[config.mk]
export PLATFORM = sky130hd
export DESIGN_NAME = ifu_fetch
export DESIGN_NICKNAME = d
export VERILOG_FILES = /design/src/rtl/ifu_fetch.sv
export SDC_FILE = /design/constraint.sdc
export NUM_CORES = 1
export LEC_CHECK = 0
export ABC_CLOCK_PERIOD_IN_PS = 2900
export BUFFER_PORTS_ARGS = -buffer_cell sky130_fd_sc_hd__buf_2
export CAP_MARGIN = 20
export CORE_MARGIN = 4
export CORE_UTILIZATION = 53
export CTS_BUF_LIST = sky130_fd_sc_hd__clkbuf_16
export DETAILED_ROUTE_END_ITERATION = 8
export PLACE_DENSITY = 0.77
export SYNTH_ARGS = -nofsm -noshare
export SYNTH_HDL_FRONTEND = slang
export SYNTH_SLANG_ARGS = --single-unit
export TNS_END_PERCENT = 1
[constraint.sdc]
create_clock -name clk -period 2.9 [get_ports clk]
set_input_delay 0.29 -clock clk [delete_from_list [all_inputs] [get_ports clk]]
set_output_delay 0.29 -clock clk [all_outputs]
set_load 0.005 [all_outputs]
[src/rtl/ifu_fetch.sv]
// Instruction fetch unit: single-outstanding icache request engine with a
// one-entry instruction buffer toward decode and redirect/discard handling.
module ifu_fetch #(
  parameter logic [63:0] RESET_PC = 64'h0000_0000_8000_0000
) (
  input  logic        clk,
  input  logic        rst,
  output logic        ic_valid,
  output logic [22:0] ic_tag,
  output logic [5:0]  ic_index,
  output logic [2:0]  ic_offset,
  input  logic        ic_addr_ok,
  input  logic        ic_data_ok,
  input  logic [31:0] ic_rdata,
  output logic        if_valid,
  input  logic        if_ready,
  output logic [63:0] if_pc,
  output logic [31:0] if_inst,
  input  logic        redirect_valid,
  input  logic [63:0] redirect_pc,
  output logic [63:0] inst_cnt
);

  typedef enum logic [1:0] {
    S_IDLE = 2'd0,
    S_REQ  = 2'd1,
    S_WAIT = 2'd2,
    S_HOLD = 2'd3
  } state_t;

  state_t      state_q, state_d;
  logic [63:0] pc_q, pc_d;
  logic        discard_q, discard_d;
  logic [63:0] inst_cnt_q, inst_cnt_d;
  logic [63:0] if_pc_q, if_pc_d;
  logic [31:0] if_inst_q, if_inst_d;

  // Redirect targets are word aligned; the low two bits are forced to zero.
  logic [63:0] redirect_target;
  assign redirect_target = redirect_pc & ~64'h3;

  // Next-state, pc, discard and buffer logic for the fetch FSM.
  always_comb begin
    state_d    = state_q;
    pc_d       = pc_q;
    discard_d  = discard_q;
    inst_cnt_d = inst_cnt_q;
    if_pc_d    = if_pc_q;
    if_inst_d  = if_inst_q;
    case (state_q)
      S_IDLE: begin
        if (redirect_valid) pc_d = redirect_target;
        state_d = S_REQ;
      end
      S_REQ: begin
        if (redirect_valid) begin
          pc_d = redirect_target;
          // An accepted request whose pc was just replaced returns stale data.
          if (ic_addr_ok) begin
            discard_d = 1'b1;
            state_d   = S_WAIT;
          end
        end else if (ic_addr_ok) begin
          state_d = S_WAIT;
        end
      end
      S_WAIT: begin
        if (ic_data_ok) begin
          if (redirect_valid) begin
            pc_d      = redirect_target;
            discard_d = 1'b0;
            state_d   = S_REQ;
          end else if (discard_q) begin
            discard_d = 1'b0;
            state_d   = S_REQ;
          end else begin
            if_inst_d = ic_rdata;
            if_pc_d   = pc_q;
            state_d   = S_HOLD;
          end
        end else if (redirect_valid) begin
          pc_d      = redirect_target;
          discard_d = 1'b1;
        end
      end
      S_HOLD: begin
        // Redirect wins over a same-cycle handshake: the buffered word is dropped.
        if (redirect_valid) begin
          pc_d    = redirect_target;
          state_d = S_REQ;
        end else if (if_ready) begin
          pc_d       = pc_q + 64'd4;
          inst_cnt_d = inst_cnt_q + 64'd1;
          state_d    = S_REQ;
        end
      end
      default: state_d = S_IDLE;
    endcase
  end

  // State registers with synchronous reset.
  always_ff @(posedge clk) begin
    if (rst) begin
      state_q    <= S_IDLE;
      pc_q       <= RESET_PC;
      discard_q  <= 1'b0;
      inst_cnt_q <= 64'd0;
      if_pc_q    <= 64'd0;
      if_inst_q  <= 32'd0;
    end else begin
      state_q    <= state_d;
      pc_q       <= pc_d;
      discard_q  <= discard_d;
      inst_cnt_q <= inst_cnt_d;
      if_pc_q    <= if_pc_d;
      if_inst_q  <= if_inst_d;
    end
  end

  assign ic_valid  = (state_q == S_REQ);
  assign ic_tag    = pc_q[31:9];
  assign ic_index  = pc_q[8:3];
  assign ic_offset = pc_q[2:0];
  assign if_valid  = (state_q == S_HOLD);
  assign if_pc     = if_pc_q;
  assign if_inst   = if_inst_q;
  assign inst_cnt  = inst_cnt_q;

endmodule
======== Word level (Yosys, flattened, before mapping) ========
Cells that the tools add are included.
storage, ports and cells
  flip-flop bits (word level) ............. 227
  logic and storage cells ................. 43
cells by class
  add/subtract/negate cells ............... 2
  equality and inequality tests ........... 9
  multiplexer cells ....................... 16
  bitwise logic cells ..................... 2
  reductions and logical operators ........ 8
operator list
  kind                                                                      number
  64-bit 2-to-1 mux                                                         3
  64-bit case mux with 2 select lines                                       1
  64-bit by 1-bit adder with 64-bit output (second input constant)          1
  64-bit by 3-bit adder with 64-bit output (second input constant)          1
  2-bit 2-to-1 mux                                                          6
  2-bit case mux with 4 select lines                                        1
  4-bit AND reduction                                                       2
  2-bit by 1-bit inequality test with 1-bit output (second input constant)  3
  3-bit AND reduction                                                       2
  2-bit equality test (second input constant)                               2
  1-bit 2-to-1 mux                                                          4
  3-bit by 1-bit inequality test with 1-bit output (second input constant)  1
  3-bit inequality test (second input constant)                             1
  3-bit OR reduction                                                        1
  2-bit by 1-bit equality test with 1-bit output (second input constant)    1
  2-bit logical NOT                                                         1
  2-bit inequality test (second input constant)                             1
  1-bit NOT                                                                 2
  1-bit case mux with 2 select lines                                        1
  2-bit AND reduction                                                       1
  2-bit nonzero test                                                        1

======== Longest topological paths before layout ========
Gate-level depths: netlist (run 1).
  depth after elaboration ................. 4
  depth in mapped cells ................... 10
  mapped depth without buffers ............ 7

======== Worst setup path before layout (run 1) ========
No wires, ideal clock.
  path type ............................... register to register
  start point ............................. register state_q[0]
  end point ............................... register inst_cnt_q[63], in the netlist inst_cnt[63]
  data arrival time ....................... 2141 ps
  data required time ...................... 2830 ps
  path slack .............................. 688 ps
  cell stages (with the launch flop) ...... 10
  buffers on the path ..................... 2
  clock period less this slack ............ 2212 ps
  cells stage by stage .................... dfxtp_1 -> ha_1 -> and3b_1 -> buf_4 -> nand4_2 -> nor4bb_1 -> buf_4 -> nand4_2 -> or3_1 -> a21oi_1
between the ends
  cells in the longest elaborated chain, start to end .. 2
ends and longest elaborated chain
  what                           line  text
  from (decl)                    31    state_t state_q, state_d;
  from (signal assigned)         111   state_q <= state_d;
  2-bit equality test            --
  via if_valid                   15    output logic if_valid,
  3-bit AND reduction (no line)  --
  to (signal assigned)           114   inst_cnt_q <= inst_cnt_d;
  to (decl)                      34    logic [63:0] inst_cnt_q, inst_cnt_d;
The timed path passes the listed nets, and every way through them passes these cells.
A chain may end at the register's enable or synchronous reset.

======== Final worst setup path (run 1) ========
  start point ............................. register pc_q[7]
  end point ............................... register pc_q[57]
between the ends
  cells in the longest elaborated chain, start to end .. 4
ends and longest elaborated chain
  what                                      line  text
  from (decl)                               32    logic [63:0] pc_q, pc_d;
  from (signal assigned)                    112   pc_q <= pc_d;
  64-bit by 3-bit adder with 64-bit output  92    pc_d = pc_q + 64'd4;
  64-bit 2-to-1 mux                         91    end else if (if_ready) begin
  64-bit 2-to-1 mux                         88    if (redirect_valid) begin
  64-bit case mux with 2 select lines       50    case (state_q)
No other way between the ends. The select of a mux whose other input is x is not followed.

==> flow_summary.ini, run 1 <==
[sta]
setup_repair_after_global_routing_missed_its_margin = false
setup_viol = 0
worst_tran_pin_value_ns = 0.8812
finalCritPeriodShare = 0.8958
final.min_clock_period_ns = 2.598
slew_violations = 0
timing.setup.tns_ns = 0
slew-limit-headroom = 0.4103
skew_ns = 0.01646
timing.final.hold_violations = 0
fmax_ghz = 0.3849

[die]
start_util = 0.5447
die_area_um2 = 22610
placementRows = 51
io_pins = 296
die_height_um = 150.4
core_area_um2 = 19720
die_w_um = 150.4

[routing]
drt_iter0_drc = 929
drt_pass1_iterations = 6
vias = 10894
drt_wl_total_um = 32930
ant_nets = 0
routed_wire_length_per_instance_um = 17.27
post_drt_via_cell_ratio = 5.716
drt_drc_violations_left = 0

[layout]
post-route-util = 0.6594
fill_cells = 1762
final_design_area_no_fill_um2 = 13000
fin_nets = 1733
layout-drive-gt1-share = 0.2297
stdcell_count = 1906
flow.area_growth_from_synthesis_pct = 21.06
antenna_cells_inserted = 0

[grt]
grt-ovfl-total = 0
largest_net_degree_at_the_start_of_global_routing = 95
wire_length_of_the_first_global_routing_pass_um = 51140
number_of_global_route_vias_before_repair = 9953
grt_antenna_before_repair = 5
globalRouteTotalUtil = 0.2753

[flow_run]
maxCapViolCount = 0

[clock_tree]
tritoncts.num_buffers = 25
cts.reportedPaths.clkPinSlew_ns = 0.06
htreeDepth = 1
cts-resized-gates = 0
tritoncts_clock_tree = built
cts.sinks = 223
clock_latency_ns = 0.52
clk_root_buffer_cell = clkbuf_16
cts_max_path_buffers = 3

[synth]
commonest_cells_in_the_synthesized_netlist = 278 x nand2_1, 223 x dfxtp_1, 150 x a21oi_1, 125 x nor2_1, 79 x clkbuf_1
synth-seq-area-share = 0.4157
synth.yosys.warnings = 0
postSynth.asyncResetShare = 0
synth_area_leader_cell = dfxtp_1
synth.cell_area_um2 = 10740
yosysTopAreaCellShare = 0.4157
synthMostInstantiatedCell = nand2_1
synthCells = 1406
yosys-top-cells-area = dfxtp_1 42%, nand2_1 9.7%, a21oi_1 7.0%, nor2_1 4.4%, xor2_1 3.2%
ys_ff_latch = 223
synth.avg_cell_area_um2 = 7.639
predominant_post_synthesis_flop_cell = dfxtp_1
synth_cell_types = 63
synth_edf_count = 0

[place]
detailed_place.area_um2 = 12180
place.detailed.hpwl_um = 23070
gp_congestion = 0.9146
count_of_buffers_from_port_buffering = 289
dpl.cell_count = 1857

[worst_setup_path]
cp_max_fo = 10
critPathLaunchType = flip-flop
arrival_time_at_the_worst_endpoint_ns = 3.04
worst-setup-path-type = reg2reg
worstPathRequired_ns = 3.34
setup.worst_path.end_class = flip-flop

[power_and_ir_drop]
static-leakage-power_nw = 5.338
cellPowerDensity_nw_per_um2 = 516.2
vdd_ir_drop_max_mv = 0.3618
fin_total_pwr_mw = 6.712

[outcome]
run_status = finished, final reports clean

[worst_hold_path]
holdCritPathClass = in2reg
path summary, 6_finish.rpt:
check / start / to / slack [ns] / depth (start not counted)
hold / removal: ic_rdata[10] / if_inst[10] / 0.02 / 3
setup / recovery: pc_q[7] / pc_q[57] / 0.30 / 6
hold reg to reg: if_pc[38] / if_pc[38] / 0.45 / 2
setup reg to reg: pc_q[7] / pc_q[57] / 0.30 / 6
layout make-up:
cell class,instances,area [µm²],area share
Clock inverter,19,147.6,0.01135
Multi-Input combinational cell,1035,5612,0.4316
Inverter,15,56.30,0.004330
Timing Repair Buffer,324,1765,0.1358
Sequential cell,223,4464,0.3433
Clock buffer,25,625.6,0.04811
Tap cell,265,331.6,0.02550
stage by stage:
step,hold slack [ns],setup slack (ns)
after CTS,0.0001989,0.3543
after floorplan,0.4052,0.6884
after detailed placement,0.4432,0.3921
after global placement,0.4387,0.4751
final,0.01932,0.3021
after global routing,0.007861,0.1470
flip-flops by register name (all words and copies together) (netlist names):
register   flops
inst_cnt      64
discard_q      1
if_inst       32
pc_q          62
state_q        2
if_pc         62
where the power goes:
group | internal, mW | total [mW] | switching [mW] | leakage (nW)
registers | 3.13 | 3.25 | 0.119 | 1.81
logic | 0.195 | 0.456 | 0.262 | 3.13
clock network | 1.75 | 3.00 | 1.26 | 0.403
kinds of logic (layout without fill, tap and decap cells):
kind of cell,count (synthesis),count (layout),synth area share
AOI/OAI and AO/OA,284,284,0.1541
muxes,11,11,0.01060
and+or+nand+nor,673,673,0.2986
adders and majority gates,7,7,0.008154
other,1,4,0.0003492
buffers and inverters,151,383,0.06687
DFF,223,223,0.4157
xor gates and xnor gates,56,56,0.04567
worst max-delay path: stages (launching register included):
cell and delay, ns:
dfxtp_1 0.50, nand4_1 0.28, nor4_1 0.51, nand3_1 0.37
nor3_1 0.33, mux2_2 0.36, a31oi_1 0.17
layer usage:
metal	wire, µm	GRT usage	share of wire
met1	13440	0.3652	0.41
met2	14990	0.4483	0.46
met3	3396	0.06020	0.10
met4	1037	0.08737	0.031
met5	64	0	0.0019
repair_timing:
item	in CTS	in global routing
setup endpoints to repair	0	0
hold buffers	5	0
setup buffers	0	0
hold endpoints to repair	5	0
cell usage in the layout, fill, tap and decap left out, types with 5 or more instances in the layout:
cell type	netlist	routed
a211oi_1	10	10
a21oi_1	150	149
a22oi_1	14	14
a31oi_1	21	21
and2_1	13	13
and3_1	28	28
and4_1	13	13
buf_2	13	288
buf_4	36	27
clkbuf_16	0	25
clkinv_2	0	5
dfxtp_1	223	223
dlygate4sd3_1	0	5
ha_1	7	7
inv_1	15	20
mux2i_1	8	8
nand2_1	278	277
nand3_1	62	62
nand4_1	52	52
nor2_1	125	125
nor3_1	32	32
nor4_1	17	16
o21ai_0	37	37
o22ai_1	11	11
o31ai_1	8	8
or3_1	17	17
or4_1	7	7
xnor2_1	17	17
xor2_1	39	39
Power figures use the tool's default switching activity.
==> inputs of run 2 (changes only) <==
- ABC_CLOCK_PERIOD_IN_PS: 2900 -> 3300
- CORE_UTILIZATION: 53 -> 59
- CTS_BUF_LIST: sky130_fd_sc_hd__clkbuf_16 -> sky130_fd_sc_hd__clkbuf_4 sky130_fd_sc_hd__clkbuf_8
- PLACE_DENSITY: 0.77 -> 0.85
- clock period: 2.9 -> 3.3 ns (I/O delays scaled with it)
==> run 2 against run 1 <==
Against the previous run: wire length decreased by 4.6%; die area down 9.6%; via count rose by 1.6%; design area decreased by 1.5%; total power shrank 13%; cell count is 1.8% lower; critical path type unchanged; sequential share of layout area increased by 0.52 points; non-clock buffer count fell by 21; clock power decreased by 13%; largest power group unchanged; largest cell class unchanged.
==> flow_summary.ini, run 2 (synthesis gave the netlist of run 1 again) <==
[worst_setup_path]
critPathLaunchType = flip-flop
crit_path_cell_trace = ha_1, and4_1, nand4_2, nor2_1, nand3_1, or4_1, a31oi_1
critical_path.max_stage_delay_ns = 0.50
setup.worst_path.end_class = flip-flop
cp_max_fo = 7
worstPathRequired_ns = 3.76
worst-setup-path-type = reg2reg
slowest_stage = or4_1
arrival_time_at_the_worst_endpoint_ns = 3.21
reg2reg_depth = 7

[layout]
largest_reg_flops = 64
final_design_area_no_fill_um2 = 12810
most_used_cells_in_the_layout_excluding_fill_and_tap_cells = 288 x buf_2, 277 x nand2_1, 223 x dfxtp_1
fin_nets = 1724
stdcell_count = 1871
layout-drive-gt1-share = 0.2378
flow.area_growth_from_synthesis_pct = 19.25
post-route-util = 0.7130
layout.cells.most_common = buf_2
fill_cells = 1476

[grt]
globalRouteTotalUtil = 0.2924
largest_net_degree_at_the_start_of_global_routing = 120
wire_length_of_the_first_global_routing_pass_um = 49630
number_of_global_route_vias_before_repair = 10099
grt-ovfl-total = 0
grt_antenna_before_repair = 4

[sta]
whs_ns = 0.03550
setup_repair_after_global_routing_missed_its_margin = false
fmax_ghz = 0.3628
worst_tran_pin_value_ns = 1.009
final.min_clock_period_ns = 2.756
skew_ns = 0.02292
timing.setup.tns_ns = 0
slew-limit-headroom = 0.3276
timing.final.hold_violations = 0
setup_viol = 0
slew_violations = 0
fin_ws_ns = 0.5440
finalCritPeriodShare = 0.8352

[clock_tree]
tritoncts.num_buffers = 37
clk_root_buffer_cell = clkbuf_8
cts-resized-gates = 0
cts.sinks = 223
cts_max_path_buffers = 3
htreeDepth = 2
cts.reportedPaths.clkPinSlew_ns = 0.06
tritoncts_clock_tree = built
clock_latency_ns = 0.53
cts_hold_buf = 0
cts_setup_buffers = 0

[power_and_ir_drop]
cellPowerDensity_nw_per_um2 = 457.0
fin_total_pwr_mw = 5.853
static-leakage-power_nw = 5.252
vdd_ir_drop_max_mv = 0.3733

[routing]
drt_pass1_iterations = 6
ant_nets = 0
drt_iter0_drc = 997
vias = 11063
post_drt_via_cell_ratio = 5.913
routed_wire_length_per_instance_um = 16.79
drt_drc_violations_left = 0
drt_wl_total_um = 31420

[die]
die_area_um2 = 20430
io_pins = 296
placementRows = 49
start_util = 0.5979
core_area_um2 = 17960
die_height_um = 142.9
die_w_um = 142.9

[outcome]
run_status = finished, final reports clean

[place]
place.detailed.hpwl_um = 21440
detailed_place.area_um2 = 11990
count_of_buffers_from_port_buffering = 289
gp_congestion = 0.9042
dpl.cell_count = 1804
placement.setup.worst_slack_ns = 0.6105

[worst_hold_path]
hold-path-cell-count = 3
holdCritPathClass = in2reg

[flow_run]
maxCapViolCount = 0
run 2: cell types whose count changed in the layout (fill, tap and decap cells not counted), moves of 2 or more:
cell           change
clkbuf_4           +9
clkinv_1           -4
buf_4             -16
clkbuf_16         -25
inv_1              -5
diode_2            +2
dlygate4sd3_1      -5
clkbuf_8          +45
run 2: area by class of cell:
cell class | instances | area [µm²] | share of cell area
well taps | 229 | 286.5 | 0.02237
clock inverters | 10 | 110.1 | 0.008597
flip-flops and latches | 223 | 4464 | 0.3486
inverters | 15 | 56.30 | 0.004396
repair buffers | 303 | 1587 | 0.1239
diodes | 2 | 5.005 | 0.0003908
multi-input cells | 1035 | 5612 | 0.4382
clock buffers | 54 | 686.9 | 0.05363
run 2: path summary, 6_finish.rpt:
kind              slack [ns]          end    startpoint
hold / removal          0.04  if_inst[31]  ic_rdata[31]
hold reg to reg         0.45     if_pc[6]      if_pc[6]
setup reg to reg        0.54     pc_q[50]       pc_q[3]
setup / recovery        0.54     pc_q[50]       pc_q[3]
run 2: per-layer routing:
layer / vias up / wire length [µm] / global-route usage
met5: - / 35 / 0
met3: 87 / 2967 / 0.06062
met1: 5146 / 12800 / 0.3830
li1: 5299 / - / -
met4: 6 / 1048 / 0.1221
met2: 525 / 14560 / 0.4713
run 2: critical path, delay by kind of cell (launching register included):
kind | cells | cell delay, ns
flip-flops | 1 | 0.48
AND/OR/NAND/NOR | 5 | 1.75
AO/OA/AOI/OAI | 1 | 0.16
adder cells (fa/ha/maj) | 1 | 0.29
run 2: where the power goes:
part	total, mW	switching, mW	internal (mW)
combinational	0.388	0.225	0.164
sequential	2.86	0.105	2.75
clock	2.61	1.10	1.50
total	5.85	1.43	4.42
